==> config.mk <==
export PLATFORM = sky130hd
export DESIGN_NAME = ssd_scan_display
export DESIGN_NICKNAME = d
export VERILOG_FILES = /design/src/rtl/ssd_scan_display.sv
export SDC_FILE = /design/constraint.sdc
export NUM_CORES = 1
export LEC_CHECK = 0
export ABC_AREA = 0
export CELL_PAD_IN_SITES_DETAIL_PLACEMENT = 1
export CELL_PAD_IN_SITES_GLOBAL_PLACEMENT = 2
export CORE_ASPECT_RATIO = 2
export CORE_MARGIN = 4
export CORE_UTILIZATION = 45
export DETAILED_ROUTE_END_ITERATION = 12
export DONT_BUFFER_PORTS = 1
export GPL_TIMING_DRIVEN = 0
export PLACE_DENSITY = 0.88
export SETUP_SLACK_MARGIN = 0.3
export SLEW_MARGIN = 20
export SYNTH_ARGS = -nofsm -noshare
export SYNTH_HDL_FRONTEND = slang
export SYNTH_SLANG_ARGS = --single-unit
==> constraint.sdc <==
create_clock -name clock -period 4.6 [get_ports clock]
set_clock_uncertainty 0.2 [all_clocks]
set_input_delay 0.69 -clock clock [delete_from_list [all_inputs] [get_ports clock]]
set_output_delay 0.69 -clock clock [all_outputs]
set_load 0.005 [all_outputs]
==> src/rtl/ssd_scan_display.sv <==
// Time-multiplexed seven-segment driver: round-robin digit scan with a dark
// gap at the end of each slot, a per-frame snapshot, and leading-zero blanking.
module ssd_scan_display #(
    parameter int DIGITS = 4,
    parameter int DIV    = 100000,
    parameter int DEAD   = 2000,
    parameter int CW     = 17
) (
    input  logic                  clock,
    input  logic                  reset,
    input  logic [4*DIGITS-1:0]   value,
    input  logic [DIGITS-1:0]     dp_mask,
    input  logic                  freeze,
    input  logic                  lz_en,
    input  logic                  blank,
    output logic [DIGITS-1:0]     an,
    output logic [6:0]            cathodes,
    output logic                  dp,
    output logic                  frame_tick
);

    localparam int IW = (DIGITS > 1) ? $clog2(DIGITS) : 1;
    localparam logic [CW-1:0] CNT_LAST  = CW'(DIV - 1);
    localparam logic [CW:0]   DRIVE_END = (CW + 1)'(DIV - DEAD);
    localparam logic [IW-1:0] IDX_LAST  = IW'(DIGITS - 1);

    generate
        if (DIGITS < 1 || DIGITS > 8 || DEAD < 0 || DIV < DEAD + 2 ||
            (64'(1) << CW) < 64'(DIV)) begin : g_bad_cfg
            $error("ssd_scan_display: illegal DIGITS/DIV/DEAD/CW combination");
        end
    endgenerate

    typedef enum logic {
        PH_DRIVE = 1'b0,
        PH_DEAD  = 1'b1
    } phase_e;

    // Debug view of the scan state machine: digit index, slot counter, phase.
    typedef struct packed {
        logic [IW-1:0] idx;
        logic [CW-1:0] cnt;
        phase_e        phase;
    } scan_state_t;

    scan_state_t scan_state;

    logic [CW-1:0]       cnt_q, cnt_d;
    logic [IW-1:0]       idx_q, idx_d;
    logic [4*DIGITS-1:0] snap_q, snap_d;
    logic [DIGITS-1:0]   snap_dp_q, snap_dp_d;
    logic [DIGITS-1:0]   an_q, an_d;
    logic [6:0]          cathodes_q, cathodes_d;
    logic                dp_q, dp_d;
    logic                frame_tick_q, frame_tick_d;

    logic                slot_end;
    logic                frame_wrap;
    logic [DIGITS-1:0]   tail_zero;
    logic [3:0]          cur_nib;
    logic                cur_dp;
    logic                cur_tail_zero;
    logic                suppress;

    function automatic logic [6:0] hex7(input logic [3:0] nib);
        logic [6:0] seg;
        case (nib)
            4'h0: seg = 7'h40;
            4'h1: seg = 7'h79;
            4'h2: seg = 7'h24;
            4'h3: seg = 7'h30;
            4'h4: seg = 7'h19;
            4'h5: seg = 7'h12;
            4'h6: seg = 7'h02;
            4'h7: seg = 7'h78;
            4'h8: seg = 7'h00;
            4'h9: seg = 7'h10;
            4'hA: seg = 7'h08;
            4'hB: seg = 7'h03;
            4'hC: seg = 7'h46;
            4'hD: seg = 7'h21;
            4'hE: seg = 7'h06;
            default: seg = 7'h0E;
        endcase
        return seg;
    endfunction

    always_comb begin
        scan_state.idx   = idx_q;
        scan_state.cnt   = cnt_q;
        scan_state.phase = ({1'b0, cnt_q} < DRIVE_END) ? PH_DRIVE : PH_DEAD;

        slot_end   = (scan_state.cnt == CNT_LAST);
        frame_wrap = slot_end && (scan_state.idx == IDX_LAST);

        cnt_d = slot_end ? '0 : scan_state.cnt + 1'b1;
        if (frame_wrap) begin
            idx_d = '0;
        end else if (slot_end) begin
            idx_d = scan_state.idx + 1'b1;
        end else begin
            idx_d = scan_state.idx;
        end

        // The snapshot only moves at frame wrap so a frame never mixes two values.
        snap_d    = snap_q;
        snap_dp_d = snap_dp_q;
        if (frame_wrap && !freeze) begin
            snap_d    = value;
            snap_dp_d = dp_mask;
        end
        frame_tick_d = frame_wrap;

        // tail_zero[i]: snapshot nibbles i..DIGITS-1 are all zero.
        tail_zero[DIGITS-1] = (snap_q[4*DIGITS-1 -: 4] == 4'h0);
        for (int i = DIGITS - 2; i >= 0; i--) begin
            tail_zero[i] = tail_zero[i+1] && (snap_q[4*i +: 4] == 4'h0);
        end

        cur_nib       = 4'h0;
        cur_dp        = 1'b0;
        cur_tail_zero = 1'b0;
        for (int i = 0; i < DIGITS; i++) begin
            if (scan_state.idx == IW'(i)) begin
                cur_nib       = snap_q[4*i +: 4];
                cur_dp        = snap_dp_q[i];
                cur_tail_zero = tail_zero[i];
            end
        end
        suppress = lz_en && (scan_state.idx != '0) && cur_tail_zero && !cur_dp;

        an_d       = '1;
        cathodes_d = 7'h7F;
        dp_d       = 1'b1;
        if (scan_state.phase == PH_DRIVE && !blank && !suppress) begin
            for (int i = 0; i < DIGITS; i++) begin
                an_d[i] = (scan_state.idx != IW'(i));
            end
            cathodes_d = hex7(cur_nib);
            dp_d       = ~cur_dp;
        end
    end

    always_ff @(posedge clock or negedge reset) begin
        if (!reset) begin
            cnt_q        <= '0;
            idx_q        <= '0;
            snap_q       <= '0;
            snap_dp_q    <= '0;
            an_q         <= '1;
            cathodes_q   <= 7'h7F;
            dp_q         <= 1'b1;
            frame_tick_q <= 1'b0;
        end else begin
            cnt_q        <= cnt_d;
            idx_q        <= idx_d;
            snap_q       <= snap_d;
            snap_dp_q    <= snap_dp_d;
            an_q         <= an_d;
            cathodes_q   <= cathodes_d;
            dp_q         <= dp_d;
            frame_tick_q <= frame_tick_d;
        end
    end

    assign an         = an_q;
    assign cathodes   = cathodes_q;
    assign dp         = dp_q;
    assign frame_tick = frame_tick_q;

endmodule

Yosys cells after proc, flatten, opt, wreduce, memory -nomap -nowiden
Memories as Yosys holds them, arrays and structs flattened.
Index checks and enable logic that the tools add are counted.
{"block": "word_totals", "ff_bits": 52, "romBits": 112, "input_bits": 25, "output_inout_bits": 13, "word_cells": 59, "memories": 1}
{"block": "op_classes", "add_sub_neg": 2, "order_cmp": 1, "n_eq_ne": 7, "n_mux": 18, "bitwise": 1, "n_reduce_logical": 21}
{"name": "(no name shown)", "words": 16, "word_bits": 7, "read_ports": 1, "rd_clocked_by_memory_dff": 0, "write_ports": 0, "line_no": "67", "source": "case (nib)"}
{"cell": "two-way mux 4 bit", "count": 5}
{"cell": "adder 17 x 1 -> 17 bit, second input constant", "count": 1}
{"cell": "== test 17 bit, second input constant", "count": 1}
{"cell": "less-than comparator 17 bit, second input constant", "count": 1}
{"cell": "two-way mux 17 bit", "count": 1}
{"cell": "logical NOT 4 bit", "count": 4}
{"cell": "logical AND 1 bit", "count": 10}
{"cell": "two-way mux 1 bit", "count": 9}
{"cell": "two-way mux 7 bit", "count": 1}
{"cell": "== test 2 bit, second input constant", "count": 2}
{"cell": "logical NOT 1 bit", "count": 4}
{"cell": "two-way mux 2 bit", "count": 2}
{"cell": "inequality test 2 bit, second input constant", "count": 2}
{"cell": "nonzero test 2 bit", "count": 2}
{"cell": "adder 2 x 1 -> 2 bit, second input constant", "count": 1}
{"cell": "== test 2 x 1 -> 1 bit, second input constant", "count": 1}
{"cell": "logical NOT 2 bit", "count": 1}
{"cell": "inequality test 2 x 1 -> 1 bit, second input constant", "count": 1}
{"cell": "NOT 1 bit", "count": 1}

Logic depth before layout (Yosys ltp)
{"block": "logic_depth", "ltp_word": 13, "mapped_depth": 11, "mapped_depth_nobuf": 10}

Worst setup path after synthesis
No wires, ideal clock.
{"block": "synth_timing", "kind": "register to register", "startpoint": "reg idx_q[0]", "endpoint": "reg cathodes_q[3] (netlist: cathodes[3])", "setup_ns": 0.100, "arrival_ns": 2.218, "t_required_ns": 4.300, "setup_slack_ns": 2.082, "path_stages_with_launch": 11, "path_buffers": 2, "period_less_slack_ns": 2.518, "cell_sequence": "dfrtp_1 -> ha_1 -> buf_2 -> buf_2 -> nor2b_1 -> nor3_1 -> inv_1 -> ha_1 -> mux2_2 -> nand2_1 -> o211ai_1"}
{"block": "synth_between", "elab_chain_cells": 10, "word_cells_on_any_way": 25, "classes_between": "3 x eq/ne; 13 x mux; 8 x reduce/logical; 1 x memory"}
{"item": "start: declaration", "line_no": "49", "source": "logic [IW-1:0] idx_q, idx_d;"}
{"item": "start signal: assignment", "line_no": "156", "source": "idx_q <= idx_d;"}
{"item": "parallel branches: the longest is 9 deep, another holds memory (16 x 7 bit)"}
{"item": "two-way mux 7 bit *", "line_no": "135", "source": "if (scan_state.phase == PH_DRIVE && !blank && !suppress) begin"}
{"item": "via cathodes_d[3]", "line_no": "53", "source": "logic [6:0] cathodes_q, cathodes_d;"}
{"item": "end signal: assignment", "line_no": "160", "source": "cathodes_q <= cathodes_d;"}
{"item": "end: declaration", "line_no": "53"}
Mark *: on every way through the listed nets, which the timed path passes.
A chain may end at the register's enable or synchronous reset.

Worst setup path in the final report
{"block": "layout_timing", "startpoint": "reg idx_q[0]", "endpoint": "reg cathodes_q[2] (netlist: cathodes[2])"}
The elaborated chain is that of the path after synthesis.

==> reports/metrics.yaml <==
outcome:
  outcome: "finished, final reports clean"
timing:
  tns_ns: 0
  rsz0062_at_grt: "no"
  min_period_ns: 3.041
  worst_pin_slew_ns: 0.6084
  slew_headroom_pct: 59.44
  clock.fmax_mhz: 328.8
  setup_violations: 0
  period_share_pct: 66.12
  fin_ws_ns: 1.559
  slew_viol_final: 0
  hold_viol: 0
cts:
  clock_sinks: 52
  clockRootBuffer: "clkbuf_16"
  cts_tree: "built"
  clkTransAtPathRegs_ns: 0.06
  clk_latency_ns: 0.29
  cts.path.max_buffers: 2
  h-tree-depth: 2
  cts_made_buffers: 5
placed_design:
  port_buffers: 0
  post-dp-hpwl_mm: 4.499
  preCtsSetupSlack_ns: 1.602
  dp.cells: 286
  place_area_um2: 2744
  globalplace.congestion: 0.7988
run:
  max_cap_viol_count: 0
yosys:
  yosysWarningCount: 0
  syn_avg_cell_area_um2: 11.86
  yosys_register_bits: 52
  netlist_instances: 225
  synth-edff-count: 0
  syn_nets: 261
  syn-cell-area_um2: 2668
  synth_ff_type: "dfrtp_1"
  async_flop_share_pct: 100.0
  ys_types: 45
  ys_seq_area_share_pct: 49.34
floorplan:
  die_area_um2: 7298
  fp.dieH_um: 116.9
  start_util_pct: 46.33
  fp.dieW_um: 62.44
  core-area_um2: 5758
  row_count: 39
  pin_count: 38
power_and_ir_drop:
  ir_drop_mv: 0.1902
  total_power_uw: 887.2
  switching_share_pct: 18.70
  p_leak_nw: 1.400
  seqPwrFrac_pct: 52.4
  clkPwrFrac_pct: 46.0
  power_density_nw_per_um2: 303.6
  p_int_uw: 721.3
  p_switching_uw: 165.9
  pwr-share-comb_pct: 1.6
routing:
  routed-via-count: 1766
  drc_errors: 0
  wl_mm: 6.170
  first_iter_violations: 61
  final_antenna_net_count: 0
  vias_per_cell: 6.007
  drt_first_pass_iters: 4
  wl_per_cell_um: 20.99
setup_path:
  critPathMostFrequentCell: "ha_1"
  cp_top_family: "compound AO/OA/AOI/OAI gates"
  crit_buf_inv: 2
  endpoint_kind: "flip-flop"
  start_kind: "flip-flop"
  required_ns: 4.53
  cpMaxStageDelayCell: "o311ai_0"
  arrival_ns: 2.97
  path_cells: "inv_1 -> ha_1 -> clkbuf_1 -> or2_2 -> a221oi_1 -> nor3_1 -> ha_1 -> o311ai_0"
  cp_max_fo: 10
  max_stage_delay_ns: 0.55
  path_class: "flip-flop to flip-flop"
global_route:
  grt_first_pass_wirelength_mm: 10.13
  grt_pass1_vias: 1930
  grt_max_degree: 41
  antenna_found_initial: 0
  track_usage_pct: 18.34
  grt_overflow: 0
cells_and_area:
  area_delta_synth_final_pct: 9.568
  final_cells: 294
  final_cell_area_um2: 2923
  layout-drive-gt1-share_pct: 23.18
  final_nets: 269
  diodes: 0
worst_hold_path:
  min_path_type: "input pin to async pin"
sequential cells by signal, summed over array words and instances, names as in the netlist:
register	cells
an	4
snap_dp_q	4
idx_q	2
cathodes	7
dp	1
snap_q	16
frame_tick	1
cnt_q	17
synth_stat cells, types with 2 or more instances:
cell type | number | area [um2]
dfrtp_1 | 40 | 1001
mux2_4 | 20 | 300.3
nand2_1 | 16 | 60.06
dfstp_2 | 12 | 315.3
nor2_1 | 12 | 45.04
ha_1 | 11 | 137.6
inv_1 | 11 | 41.29
nand3_1 | 9 | 45.04
xor2_1 | 8 | 70.07
xnor2_1 | 7 | 61.31
nand4_1 | 5 | 31.28
nor2b_1 | 5 | 31.28
nor3b_1 | 5 | 37.54
a211oi_1 | 4 | 30.03
a21oi_1 | 4 | 20.02
buf_2 | 4 | 20.02
o221ai_1 | 4 | 35.03
and3_1 | 3 | 18.77
buf_6 | 3 | 33.78
clkbuf_1 | 3 | 11.26
nand3b_1 | 3 | 22.52
nor3_1 | 3 | 15.01
o21ai_0 | 3 | 15.01
a221o_1 | 2 | 20.02
and2_1 | 2 | 12.51
and4_1 | 2 | 17.52
mux2i_1 | 2 | 20.02
nor4_1 | 2 | 12.51
o211ai_1 | 2 | 15.01
o22ai_1 | 2 | 12.51
or2_2 | 2 | 12.51
layout make-up:
type,count,area (um2)
Sequential cell,52,1316
Buffer,10,65.06
Clock buffer,6,128.9
Multi-Input combinational cell,152,1245
Clock inverter,1,30.03
Fill cell,611,2835
Timing Repair Buffer,1,20.02
Tap cell,61,76.32
Inverter,11,41.29
cells in the final DEF (no fill, tap or decap), types with 5 or more instances in the layout:
cell type / n
xor2_1: 8
nand3_1: 9
nor2_1: 12
xnor2_1: 7
dfrtp_1: 40
ha_1: 11
clkbuf_16: 5
dfstp_2: 12
nor2b_1: 5
nor3b_1: 5
nand4_1: 5
nand2_1: 16
mux2_4: 20
inv_1: 11
logic make-up after synthesis:
kind of cell               after synthesis  share of synthesized area [%]
AOI/OAI and AO/OA                       27                          7.833
muxes                                   23                          12.43
adders and majority gates               11                          5.159
DFF                                     52                          49.34
and+or+nand+nor                         76                          16.32
xor gates and xnor gates                15                          4.925
buffers and inverters                   21                          3.987
layer usage:
metal / global-route usage [%] / part of all wire [%]
met4: 11.21 / 4.4
met1: 17.47 / 33
met3: 4.107 / 4.3
met2: 35.31 / 58
met5: 0 / 0
power groups by stage:
stage	sequential, mW	clock [mW]	combinational (mW)
finish	0.465	0.408	0.0142
global route	0.464	0.444	0.0165
CTS	0.465	0.418	0.0150
detailed placement	0.473	0	0.00595
global placement	0.473	0	0.00583
floorplan	0.473	0	0.00425
worst paths after layout:
check	from	to	slack (ns)	depth (start not counted)
setup / recovery	idx_q[0]	cathodes[2]	1.56	8
hold / removal	reset	cathodes[5]	0.04	0
setup reg to reg	idx_q[0]	cathodes[2]	1.56	8
hold reg to reg	cnt_q[12]	cnt_q[12]	0.29	1
max in group asynchronous	reset	snap_q[9]	3.95	1
min in group clock	cnt_q[12]	cnt_q[12]	0.29	1
per-stage QoR:
stage | util (%) | hold WS [ns]
3_5_place_dp | 47.65 | 0.1962
6_report | 50.76 | 0.04304
3_3_place_gp | 47.65 | 0.1960
5_1_grt | 50.76 | 0.02788
4_1_cts | 50.76 | 0.03699
2_1_floorplan | - | 0.1944
repair_timing:
action | CTS | global route
hold endpoints to repair | 40 | 0
gates resized for setup | 0 | 0
hold buffers | 1 | 0
buffers inserted | 0 | 0
Power figures use the tool's default switching activity.
